===== src/rtl/memory_access.sv =====
// memory_access: MEM stage of the DHRUT-V core.
// Drives loads/stores onto a request/ready/rvalid data-memory bus, formats load
// data and registers the writeback/forwarding bundle. o_stall holds IF/ID/EX
// while a bus transaction is in flight.
// Optional feature: define MEM_MISALIGN_TRAP_EN to detect misaligned half/word
// accesses, suppress their bus request and pulse o_misaligned.
module memory_access #(
  parameter int DMEM_AW = 32
) (
  input  logic               clk,
  input  logic               rst,
  input  logic [31:0]        i_result,
  input  logic [31:0]        i_data_store,
  input  logic [31:0]        i_pc,
  input  logic [2:0]         i_func3,
  input  logic [6:0]         i_opcode,
  input  logic [4:0]         i_rd,
  output logic               o_dmem_req,
  output logic               o_dmem_we,
  output logic [DMEM_AW-1:0] o_dmem_addr,
  output logic [31:0]        o_dmem_wdata,
  output logic [3:0]         o_dmem_wstrb,
  input  logic               i_dmem_ready,
  input  logic               i_dmem_rvalid,
  input  logic [31:0]        i_dmem_rdata,
  output logic [31:0]        o_wb_data,
  output logic [4:0]         o_rd,
  output logic               o_wb_en,
  output logic [31:0]        o_pc,
  output logic [6:0]         o_opcode,
  output logic               o_stall,
  output logic               o_misaligned
);

  localparam logic [6:0] OP_LOAD   = 7'b0000011;
  localparam logic [6:0] OP_STORE  = 7'b0100011;
  localparam logic [6:0] OP_BRANCH = 7'b1100011;

  typedef enum logic [1:0] {IDLE, REQ, RESP, DONE} state_t;

  state_t      state;
  logic [31:0] load_data;
  logic        is_load;
  logic        is_store;
  logic        is_mem;
  logic        misaligned_access;
  logic [1:0]  lo;
  logic [31:0] store_wdata;
  logic [3:0]  store_wstrb;
  logic [31:0] byte_shift;
  logic [31:0] half_shift;
  logic [31:0] load_fmt;

  assign lo       = i_result[1:0];
  assign is_load  = (i_opcode == OP_LOAD);
  assign is_store = (i_opcode == OP_STORE);
  assign is_mem   = is_load | is_store;

`ifdef MEM_MISALIGN_TRAP_EN
  logic misaligned_q;

  // Flag halfword accesses on odd bytes and word accesses off a word boundary
  always_comb begin
    misaligned_access = 1'b0;
    case (i_func3)
      3'b000, 3'b100: misaligned_access = 1'b0;
      3'b001, 3'b101: misaligned_access = is_mem & lo[0];
      default:        misaligned_access = is_mem & (lo != 2'b00);
    endcase
  end

  assign o_misaligned = misaligned_q;
`else
  assign misaligned_access = 1'b0;
  assign o_misaligned      = 1'b0;
`endif

  // Replicate store data across lanes and build the byte-enable mask
  always_comb begin
    store_wdata = i_data_store;
    store_wstrb = 4'b1111;
    case (i_func3)
      3'b000: begin
        store_wdata = {4{i_data_store[7:0]}};
        store_wstrb = 4'b0001 << lo;
      end
      3'b001: begin
        store_wdata = {2{i_data_store[15:0]}};
        store_wstrb = 4'b0011 << {lo[1], 1'b0};
      end
      default: begin
        store_wdata = i_data_store;
        store_wstrb = 4'b1111;
      end
    endcase
  end

  // Select the addressed lane of the read word and sign/zero extend it
  always_comb begin
    byte_shift = i_dmem_rdata >> {lo, 3'b000};
    half_shift = i_dmem_rdata >> {lo[1], 4'b0000};
    load_fmt   = i_dmem_rdata;
    case (i_func3)
      3'b000:  load_fmt = {{24{byte_shift[7]}}, byte_shift[7:0]};
      3'b001:  load_fmt = {{16{half_shift[15]}}, half_shift[15:0]};
      3'b100:  load_fmt = {24'h000000, byte_shift[7:0]};
      3'b101:  load_fmt = {16'h0000, half_shift[15:0]};
      default: load_fmt = i_dmem_rdata;
    endcase
  end

  assign o_stall = ((state == IDLE) && is_mem) || (state == REQ) || (state == RESP);

  // Transaction FSM with registered bus and writeback outputs
  always_ff @(posedge clk) begin
    if (rst) begin
      state        <= IDLE;
      load_data    <= '0;
      o_dmem_req   <= 1'b0;
      o_dmem_we    <= 1'b0;
      o_dmem_addr  <= '0;
      o_dmem_wdata <= '0;
      o_dmem_wstrb <= '0;
      o_wb_data    <= '0;
      o_rd         <= '0;
      o_wb_en      <= 1'b0;
      o_pc         <= '0;
      o_opcode     <= '0;
`ifdef MEM_MISALIGN_TRAP_EN
      misaligned_q <= 1'b0;
`endif
    end else begin
`ifdef MEM_MISALIGN_TRAP_EN
      misaligned_q <= 1'b0;
`endif
      case (state)
        IDLE: begin
          if (is_mem) begin
            o_wb_en      <= 1'b0;
            o_dmem_addr  <= {i_result[DMEM_AW-1:2], 2'b00};
            o_dmem_we    <= is_store;
            o_dmem_wdata <= is_store ? store_wdata : 32'h0;
            o_dmem_wstrb <= is_store ? store_wstrb : 4'b0000;
            if (misaligned_access) begin
              state <= DONE;
            end else begin
              o_dmem_req <= 1'b1;
              state      <= REQ;
            end
          end else begin
            o_wb_data <= i_result;
            o_rd      <= i_rd;
            o_pc      <= i_pc;
            o_opcode  <= i_opcode;
            o_wb_en   <= (i_opcode != OP_BRANCH) && (i_rd != 5'd0);
          end
        end
        REQ: begin
          if (i_dmem_ready) begin
            o_dmem_req <= 1'b0;
            state      <= o_dmem_we ? DONE : RESP;
          end
        end
        RESP: begin
          if (i_dmem_rvalid) begin
            load_data <= load_fmt;
            state     <= DONE;
          end
        end
        DONE: begin
          o_wb_data <= is_store ? i_result : load_data;
          o_rd      <= i_rd;
          o_pc      <= i_pc;
          o_opcode  <= i_opcode;
          o_wb_en   <= is_load && !misaligned_access && (i_rd != 5'd0);
`ifdef MEM_MISALIGN_TRAP_EN
          misaligned_q <= misaligned_access;
`endif
          state     <= IDLE;
        end
        default: state <= IDLE;
      endcase
    end
  end

endmodule


===== config.mk =====
export PLATFORM = sky130hd
export DESIGN_NAME = memory_access
export DESIGN_NICKNAME = d
export VERILOG_FILES = /design/src/rtl/memory_access.sv
export SDC_FILE = /design/constraint.sdc
export NUM_CORES = 1
export LEC_CHECK = 0
export CORE_MARGIN = 5
export CORE_UTILIZATION = 48
export CTS_CLUSTER_SIZE = 40
export DETAILED_ROUTE_END_ITERATION = 8
export HOLD_SLACK_MARGIN = 0.08
export PLACE_DENSITY = 0.87
export SYNTH_ARGS = -nofsm -noshare
export SYNTH_HDL_FRONTEND = slang
export SYNTH_SLANG_ARGS = --single-unit

===== constraint.sdc =====
create_clock -name clk -period 5.45 [get_ports clk]
set_input_delay 1.3625 -clock clk [delete_from_list [all_inputs] [get_ports clk]]
set_output_delay 1.3625 -clock clk [all_outputs]
set_load 0.02 [all_outputs]

-- Word-level counts from Yosys, hierarchy flattened
Cells that the tools add are included.
- equality and inequality tests: 13
- div/mod/pow operators: 0
- shift-type cells: 4
- $add $sub $neg: 0
- reductions and logical operators: 15
- bitwise logic cells: 1
- $mul: 0
- $lt $le $gt $ge: 0
- muxes and demuxes: 24
- operator list (cell ; count):
    $pmux W32 S2 ; 3
    $mux W32 ; 4
    $pmux W32 S4 ; 1
    $shr A32 B5 Y16 ; 1
    $shr A32 B5 Y8 ; 1
    $pmux W7 S2 ; 1
    $pmux W5 S2 ; 1
    $ne A2 B2 Y1 const B ; 4
    $pmux W2 S4 ; 1
    $pmux W4 S2 ; 1
    $eq A7 B2 Y1 const B ; 1
    $eq A7 B6 Y1 const B ; 1
    $mux W7 ; 1
    $ne A7 B7 Y1 const B ; 1
    $eq A3 B3 Y1 const B ; 2
    $mux W2 ; 3
    $reduce_and A2 Y1 ; 3
    $reduce_and A3 Y1 ; 2
    $mux W5 ; 1
    $reduce_bool A5 Y1 ; 1
    $eq A2 B2 Y1 const B ; 2
    $mux W1 ; 4
    $mux W4 ; 1
    $pmux W1 S2 ; 2
    other kinds (10) ; 14
- input bits: 147
- bits in latches: 0
- word-level logic and storage cells: 69
- RAM bits: 0
- memories kept: 0
- register bits after elaboration: 179
- output and inout port bits: 149
- bits in read-only memories: 0

-- Depth between registers and ports, before layout
Gate-level depths: netlist of run 1.
- word-level depth: 5
- mapped depth: 9
- gate-level depth less buffers: 6

-- Least setup slack after synthesis of run 1
OpenSTA, ideal clock, no wires.
- path type: input -> output
- from: in i_opcode[6]
- to: out o_stall
- slack: 1623 ps
- arrival time: 2464 ps
- path buffers: 1
- required time: 4088 ps
- stages on the path: 4
- cells stage by stage: or4b_4 -> nor2_4 -> buf_2 -> or3_1
- cells in the longest elaborated chain, start to end: 5
- elaborated cells on any way between the ends: 6
- classes of those cells: 2 x eq/ne; 1 x bitwise; 3 x reduce/logical
- ends and longest elaborated chain (element ; line ; text):
    start, declared ; 16 ; input logic [6:0] i_opcode,
    $eq A7 B2 Y1 or $eq A7 B6 Y1 (tied branches) ; 55, 56 ;
    $or A1 B1 Y1 * ; 57 ; assign is_mem = is_load | is_store;
    $logic_and A1 B1 Y1 * ; 112 ; assign o_stall = ((state == IDLE) && is_mem) || (state == REQ) || (state == RESP);
    $logic_or A1 B1 Y1 * (2 in series) ; 112 ;
    end, declared ; 31 ; output logic o_stall,
Every way passes the cells marked *; elsewhere a longest branch is shown, timed or not.

-- Final worst setup path of run 1
Ends and elaborated chain as after synthesis.

==> reports/qor.csv, run 1 <==
metric;value;unit
status;complete, no violations;
synth_top_area_cell;dfxtp_1;
rsz0062_at_grt;no;
setup.worst_path.class;in -> out;
powerDensity;266;nW/µm²
nets;1352;
synth.avg_cell_area;7.99;µm²
async_reset_ff_share;0;%
slew_viol_final;0;
seq_area_frac_synth;46.7;%
place_congestion;0.871;
htreeDepth;4;
max-vdd-ir-drop;0.000218;V
crit_required;4.09;ns
regToRegSetupSlack;2.84;ns
final_area;11100;µm²
combPwrFrac;13.8;%
drt_wl_total;26000;µm
synth_flop_cell;dfxtp_1;
finalClockSkew;0.0141;ns
seqPwrFrac;46.2;%
drtIter0Drc;734;
worst_pin_slew;1.17;ns
period_minus_slack;4.68;ns
maxCapViolCount;0;
placementRows;46;
synth_area;7670;µm²
synth_edf_count;0;
crit_buf_inv;2;
cts_made_buffers;17;
final-setup-viol-count;0;
cts_setup_buffers;0;
synth.most_common_cell;nand2_1;
switching_power;0.000758;W
synth_area_leaders;dfxtp_1 (47%), nand2_1 (12%), a21oi_1 (10%);
clk_path_buf_depth;2;
first_global_vias;7457;
cp-start-kind;primary input;
drt_pass1_iterations;5;
root_buffer;clkbuf_16;
drc;0;
coreArea;15800;µm²
wl_per_cell;18.2;µm
relSlewSlack;21.7;%
antenna_found_initial;0;
arrival;3.32;ns
post-route-period-util;85.9;%
io_pins;296;
area_delta_synth_final;45.1;%
worstPathCellList;clkdlybuf4s50_1, or4b_4, nor2_4, or3_1, clkdlybuf4s50_1;
grtUsageTotal;27.2;%
critPathSlowestCell;or4b_4;
p_int;0.00220;W
end_kind;primary output;
io_buffers;292;
drive_gt1_share;5.44;%
cts_resized;0;
p_clk_share;40.0;%
finalPower;0.00296;W
die_x;136;µm
ys_ff_latch;179;
antenna_cells;0;
clock_sinks;179;
syn-instance-count;960;
cts_hold_buf;0;
initial_core_util;48.6;%
max_stage_delay;0.62;ns
vias_per_cell;5.51;
grt_max_degree;120;
yosys_warnings;0;
die_area;18600;µm²
synth_common_cells;nand2_1 (238), dfxtp_1 (179), a21oi_1 (154), nor2_1 (65), a211oi_1 (57);
synth_cell_types;48;
min_path_type;reg -> reg;
clk_pin_slew;0.07;ns
cp_top_family;buffers and inverters;
post_dp_cell_area;10600;µm²
clk-insertion-delay-late;0.43;ns
fin_tns_setup;0;ns
switching_share;25.6;%
whs;0.450;ns
fp.dieH;136;µm
grt_overflow;0;
fmax;0.214;GHz
hold_violations;0;
ant_nets;0;
num_vias;7878;
dp_hpwl;18700;µm
cts_tree;done;
power_leakage;4.07;nW
synth_top_area_share;46.7;%
grt_pass1_wl;40000;µm
crit_top_cell;clkdlybuf4s50_1;
worstPathMaxFanout;6;
## per-layer routing
| metal | GRT usage, % | vias to the layer above | wire, µm | part of all wire, % |
|---|---|---|---|---|
| met5 | 0 | - | 0 | 0 |
| met3 | 8.77 | 63 | 2590 | 10 |
| met2 | 43.5 | 371 | 12200 | 47 |
| li1 | - | 3786 | - | - |
| met4 | 11.2 | 0 | 932 | 3.6 |
| met1 | 33.9 | 3658 | 10300 | 40 |
## state kept, by name (all words and copies together) (netlist names)
register	flops
state	2
o_dmem_wstrb	4
o_opcode	7
o_pc	32
o_dmem_addr	30
o_dmem_wdata	32
load_data	32
o_wb_data	32
o_rd	5
o_wb_en	1
o_dmem_req	1
o_dmem_we	1
## metrics by stage
stage	util, %	setup slack, ns	instances
2_1_floorplan	-	1.62	962
3_3_place_gp	67.0	0.809	1398
3_5_place_dp	67.0	0.777	1398
4_1_cts	70.5	0.779	1429
5_1_grt	70.5	0.739	1429
6_report	70.5	0.770	1429
## worst min-delay path, stage by stage (launching register included)
cell and delay, ns:
dfxtp_1 0.31, nand2_1 0.05, a21oi_1 0.05
## logic make-up after synthesis
group / after synthesis / share of synthesized area, %
other cells: 1 / 0.0489
buf+inv: 92 / 5.91
flops: 179 / 46.7
fa+ha+maj: 4 / 0.653
compound gates: 262 / 20.2
mux: 31 / 4.42
simple gates: 391 / 22.0
## path summary, 6_finish.rpt
| kind | start | endpoint | cells past startpoint |
|---|---|---|---|
| worst max register to register | state[1]$_SDFFE_PP0P_ | o_dmem_wdata[8]$_SDFFE_PP0P_ | 7 |
| worst min register to register | o_dmem_wdata[16]$_SDFFE_PP0P_ | o_dmem_wdata[16]$_SDFFE_PP0P_ | 2 |
| worst min-delay path | o_dmem_wdata[16]$_SDFFE_PP0P_ | o_dmem_wdata[16]$_SDFFE_PP0P_ | 2 |
| worst max-delay path | i_opcode[6] | o_stall | 5 |
## final cells by class
type / count / area [µm²]
Inverter: 8 / 30.0
Fill cell: 1316 / 4640
Sequential cell: 179 / 3580
Clock inverter: 13 / 126
Clock buffer: 18 / 439
Timing Repair Buffer: 304 / 3030
Multi-Input combinational cell: 691 / 3650
Tap cell: 216 / 270
## power by group through the flow
stage / registers (W) / logic [W] / clock network [W]
finish: 0.00137 / 0.000409 / 0.00118
detailed placement: 0.00140 / 0.000406 / 0
global route: 0.00137 / 0.000433 / 0.00126
CTS: 0.00137 / 0.000409 / 0.00120
global placement: 0.00139 / 0.000402 / 0
floorplan: 0.00144 / 0.000127 / 0
## cells in the final DEF, fill, tap and decap left out, types with 9 or more instances in the layout
cell and count:
nor3_1 10, nand2_1 238, clkbuf_16 17, mux2_2 13, nand3b_1 9, o21ai_0 21
dfxtp_1 179, nor2_1 65, mux2i_1 17, nand3_1 27, clkdlybuf4s50_1 291, buf_4 11
a211oi_1 57, a21oi_1 154
(Power assumes the default switching activity.)
==> run 2: changes to the inputs <==
- CORE_UTILIZATION: 48 -> 68
- DONT_BUFFER_PORTS: default -> 1
- PLACE_DENSITY: 0.87 -> 0.84
==> reports/qor.csv, run 2 (synthesis gave the netlist of run 1 again) <==
metric;value;unit;change
drive_gt1_share;6.45;%;+1.0 points
worstRegToRegCells;7;;unchanged
maxCapViolCount;0;;unchanged
wl_per_cell;21.9;µm;+20%
grtUsageTotal;32.8;%;+5.6 points
r2r-end;o_pc[25]$_SDFFE_PP0P_;;
antenna_cells;0;;unchanged
hold_depth;2;;unchanged
first_global_vias;6267;;-16%
slew_viol_final;0;;unchanged
vias_per_cell;6.50;;+18%
postLayoutSetupSlackWorst;1.78;ns;+1.01 ns
ant_nets;0;;unchanged
multiInputGateArea;3650;µm²;unchanged
final_common_cell;nand2_1;;
hold_violations;0;;unchanged
pre_cts_ws;1.78;ns;+1.01 ns
crit_buf_inv;0;;-2
final-setup-viol-count;0;;unchanged
critPathSlowestCell;or4b_4;;
drtIter0Drc;813;;+11%
drt_wl_total;23100;µm;-11%
nets;1054;;-22%
regArea;3580;µm²;unchanged
fill_cells;817;;-38%
worstPathCellList;or4b_4, nor2_4, or3_1;;
cts_hold_buf;0;;unchanged
area_delta_synth_final;4.96;%;
relSlewSlack;10.2;%;-12 points
regToRegSetupSlack;2.51;ns;-0.33 ns
layout_common_cells;nand2_1 (238), dfxtp_1 (179), a21oi_1 (154);;
htreeDepth;4;;unchanged
antenna_found_initial;0;;unchanged
arrival;2.31;ns;-1.01 ns
post-route-period-util;67.3;%;-19 points
coreArea;10900;µm²;-31%
io_pins;296;;unchanged
power_leakage;2.97;nW;-27%
worst_pin_slew;1.35;ns;+0.173 ns
die_area;13500;µm²;-27%
end_kind;primary output;;
rsz0062_at_grt;no;;
powerDensity;338;nW/µm²;+27%
clk_path_buf_depth;2;;unchanged
fmax;0.272;GHz;+28%
cts_tree;done;;
fin_tns_setup;0;ns;unchanged
cts_resized;0;;unchanged
worstPathMaxFanout;6;;unchanged
min_path_type;reg -> reg;;
root_buffer;clkbuf_16;;
clock_sinks;179;;unchanged
hp-start;load_data[26]$_SDFFE_PP0P_;;
die_x;116;µm;-15%
clk-insertion-delay-late;0.43;ns;about the same
cts_made_buffers;17;;unchanged
dp_hpwl;16300;µm;-13%
clk_pin_slew;0.06;ns;about the same
reg2reg_from;state[1]$_SDFFE_PP0P_;;
cp-start-kind;primary input;;
grt_overflow;0;;unchanged
max-vdd-ir-drop;0.000255;V;+17%
setup.worst_path.class;in -> out;;
placementRows;38;;-17%
num_vias;6861;;-13%
grt_max_degree;176;;+47%
status;complete, no violations;;
cp_top_family;simple AND/OR/NAND/NOR gates;;
max_stage_delay;0.58;ns;-0.04 ns
drt_pass1_iterations;8;;+3
finalClockSkew;0.00960;ns;-0.00451 ns
io_buffers;0;;-100%
cts_setup_buffers;0;;unchanged
period_minus_slack;3.67;ns;-1.01 ns
min_to;load_data[26]$_SDFFE_PP0P_;;
initial_core_util;70.1;%;+22 points
crit_required;4.09;ns;about the same
grt_pass1_wl;34500;µm;-14%
fp.dieH;116;µm;-15%
drc;0;;unchanged
place_congestion;0.881;;+1.1%
==> run 2: cell types whose count changed in the layout (fill, tap and decap cells not counted), sizes merged <==
| cell | change |
|---|---|
| clkinv | +5 |
| bufinv | +1 |
| clkbuf | +1 |
| clkinvlp | -3 |
| clkdlybuf4s50 | -291 |
| inv | -4 |
| buf | -7 |
==> run 2: tightest hold or removal path: stages (launching register included) <==
cell and delay, ns:
dfxtp_1 0.31, nor2_1 0.10, a211oi_1 0.05
==> run 2: worst max path at each step <==
| stage | slack, ns | start | cells past startpoint | to |
|---|---|---|---|---|
| 4_1_cts | 1.78 | i_opcode[6] | 3 | o_stall |
| 5_1_grt | 1.73 | i_opcode[2] | 3 | o_stall |
| 3_5_place_dp | 1.78 | i_opcode[6] | 3 | o_stall |
| 2_1_floorplan | 1.62 | i_opcode[6] | 4 | o_stall |
| 3_3_place_gp | 1.80 | i_opcode[6] | 3 | o_stall |
| 6_report | 1.78 | i_opcode[6] | 3 | o_stall |
==> run 2: area by class of cell <==
| class | count | share of cell area (%) |
|---|---|---|
| clock buffer | 19 | 5.63 |
| clock inverter | 12 | 1.41 |
| inverter | 8 | 0.373 |
| multi-input combinational | 691 | 45.3 |
| sequential | 179 | 44.5 |
| tap | 140 | 2.18 |
| timing repair buffer | 6 | 0.560 |
==> run 2: metal layers <==
metal / vias up / part of all wire (%) / GRT usage, %
li1: 3186 / - / -
met1: 3114 / 36 / 41.6
met2: 514 / 47 / 51.2
met3: 47 / 14 / 12.5
met4: 0 / 2.5 / 12.1
met5: - / 0 / 0
==> run 2: power by group <==
group	total, W	switching, W	internal, W
logic	0.000114	0.0000622	0.0000523
registers	0.00143	0.0000796	0.00135
clock network	0.00118	0.000487	0.000689
total	0.00272	0.000629	0.00209
==> run 2: metrics by stage <==
stage	instance area, µm²	std cells	total power, W	hold slack, ns	utilization, %
after global routing	8050	1055	0.00281	0.513	73.6
after detailed placement	7480	1024	0.00157	0.487	68.4
after CTS	8050	1055	0.00272	0.496	73.6
after global placement	7480	1024	0.00156	0.486	68.4
final	8050	1055	0.00272	0.498	73.6
after floorplan	7680	962	0.00157	0.469	-
==> run 3: changes to the inputs <==
- CORE_UTILIZATION: 68 -> 57
- PLACE_DENSITY: 0.84 -> 0.75
- clock period: 5.45 -> 3.18 ns (I/O delays scaled with it)
==> reports/qor.csv, run 3 (synthesis gave the netlist of run 1 again) <==
metric;value;unit;change
status;complete, no violations;;
drt_pass1_iterations;5;;-3
startpoint;state[1]$_SDFFE_PP0P_;;
htreeDepth;4;;unchanged
wl_per_cell;21.1;µm;-3.6%
die_area;15900;µm²;+18%
hold_violations;0;;unchanged
cp-start-kind;register;;
final_area;8230;µm²;+2.2%
initial_core_util;57.9;%;-12 points
clk-insertion-delay-late;0.43;ns;about the same
relSlewSlack;43.1;%;+33 points
hp-start;rst;;
place_congestion;0.825;;-6.4%
maxCapViolCount;0;;unchanged
antenna_cells;0;;unchanged
root_buffer;clkbuf_16;;
layout_common_cells;nand2_1 (238), dfxtp_1 (179), a21oi_1 (154);;
drt_wl_total;23200;µm;+0.53%
drtIter0Drc;625;;-23%
first_global_vias;6279;;+0.19%
rsz0062_at_grt;no;;
grtUsageTotal;28.2;%;-4.6 points
drive_gt1_share;7.36;%;+0.91 points
drc;0;;unchanged
antenna_found_initial;0;;unchanged
crit_required;2.38;ns;-1.71 ns
nets;1062;;+0.76%
cts_tree;done;;
final-setup-viol-count;0;;unchanged
cts_resized;0;;unchanged
finalPower;0.00487;W;+79%
io_pins;296;;unchanged
min_path_type;in -> reg;;
pre_cts_ws;0.608;ns;-1.18 ns
io_buffers;0;;unchanged
post_dp_cell_area;7600;µm²;+1.6%
fp.dieH;126;µm;+8.4%
end_kind;primary output;;
num_vias;6757;;-1.5%
cts_hold_buf;0;;unchanged
powerDensity;592;nW/µm²;+75%
grt_max_degree;176;;unchanged
fmax;0.357;GHz;
fin_util;62.1;%;-11 points
max-vdd-ir-drop;0.000384;V;+51%
worstPathMaxFanout;5;;-1
postLayoutSetupSlackWorst;0.377;ns;-1.40 ns
clock_sinks;179;;unchanged
clk_pin_slew;0.07;ns;about the same
coreArea;13200;µm²;+21%
placementRows;42;;+11%
setup.worst_path.class;reg -> out;;
cts_made_buffers;17;;unchanged
fin_tns_setup;0;ns;unchanged
dp_hpwl;16300;µm;about the same
grt_overflow;0;;unchanged
period_minus_slack;2.80;ns;
reg2reg_from;state[1]$_SDFFE_PP0P_;;
finalClockSkew;0.0115;ns;+0.00190 ns
ant_nets;0;;unchanged
clk_path_buf_depth;2;;unchanged
grt_pass1_wl;36000;µm;+4.2%
arrival;2.01;ns;-0.30 ns
power_leakage;3.02;nW;+1.5%
regToRegSetupSlack;0.70;ns;-1.81 ns
final_common_cell;nand2_1;;
worst_pin_slew;0.854;ns;-0.494 ns
post-route-period-util;88.1;%;
slew_viol_final;0;;unchanged
die_x;126;µm;+8.4%
area_delta_synth_final;7.29;%;
cts_setup_buffers;0;;unchanged
vias_per_cell;6.14;;-5.5%
-- run 3: cell types whose count changed in the layout (fill, tap and decap cells not counted), sizes merged --
cell      delta
bufinv       +2
clkbuf       -2
clkinv       -8
clkinvlp     +5
buf          +8
inv          +4
-- run 3: routing by layer --
| layer | share of wire, % | GRT usage [%] | up-vias |
|---|---|---|---|
| li1 | - | - | 3214 |
| met1 | 40 | 35.7 | 3146 |
| met2 | 46 | 43.7 | 363 |
| met3 | 12 | 12.2 | 34 |
| met4 | 2.2 | 8.83 | 0 |
| met5 | 0 | 0 | - |
-- run 3: worst paths after layout --
check / depth (start not counted) / endpoint
worst min-delay path: 1 / o_wb_data[0]$_SDFFE_PP0P_
worst max-delay path: 5 / o_stall
worst min register to register: 2 / load_data[15]$_SDFFE_PP0P_
worst max register to register: 7 / o_wb_data[27]$_SDFFE_PP0P_
-- run 3: power breakdown --
group	total (W)	internal, W	switching (W)
sequential	0.00244	0.00231	0.000134
clock	0.00223	0.00132	0.000907
combinational	0.000199	0.0000918	0.000107
-- run 3: critical path, cell delays in order, from the launching register on --
cell and delay [ns]:
dfxtp_1 0.34, inv_1 0.13, ha_1 0.24, or4b_4 0.54
nor2_4 0.10, or3_1 0.23
-- run 3: area by class of cell --
type,instances,area (µm²)
Fill cell,1199,5010
Multi-Input combinational cell,691,3650
Sequential cell,179,3580
Clock buffer,17,425
Tap cell,176,220
Clock inverter,15,203
Timing Repair Buffer,14,118
Inverter,8,30.0
-- run 3: stage by stage --
stage / hold slack [ns] / cells
final: 0.442 / 1100
after global routing: 0.414 / 1100
after CTS: 0.425 / 1100
after detailed placement: 0.489 / 1068
after global placement: 0.481 / 1068
after floorplan: 0.469 / 962
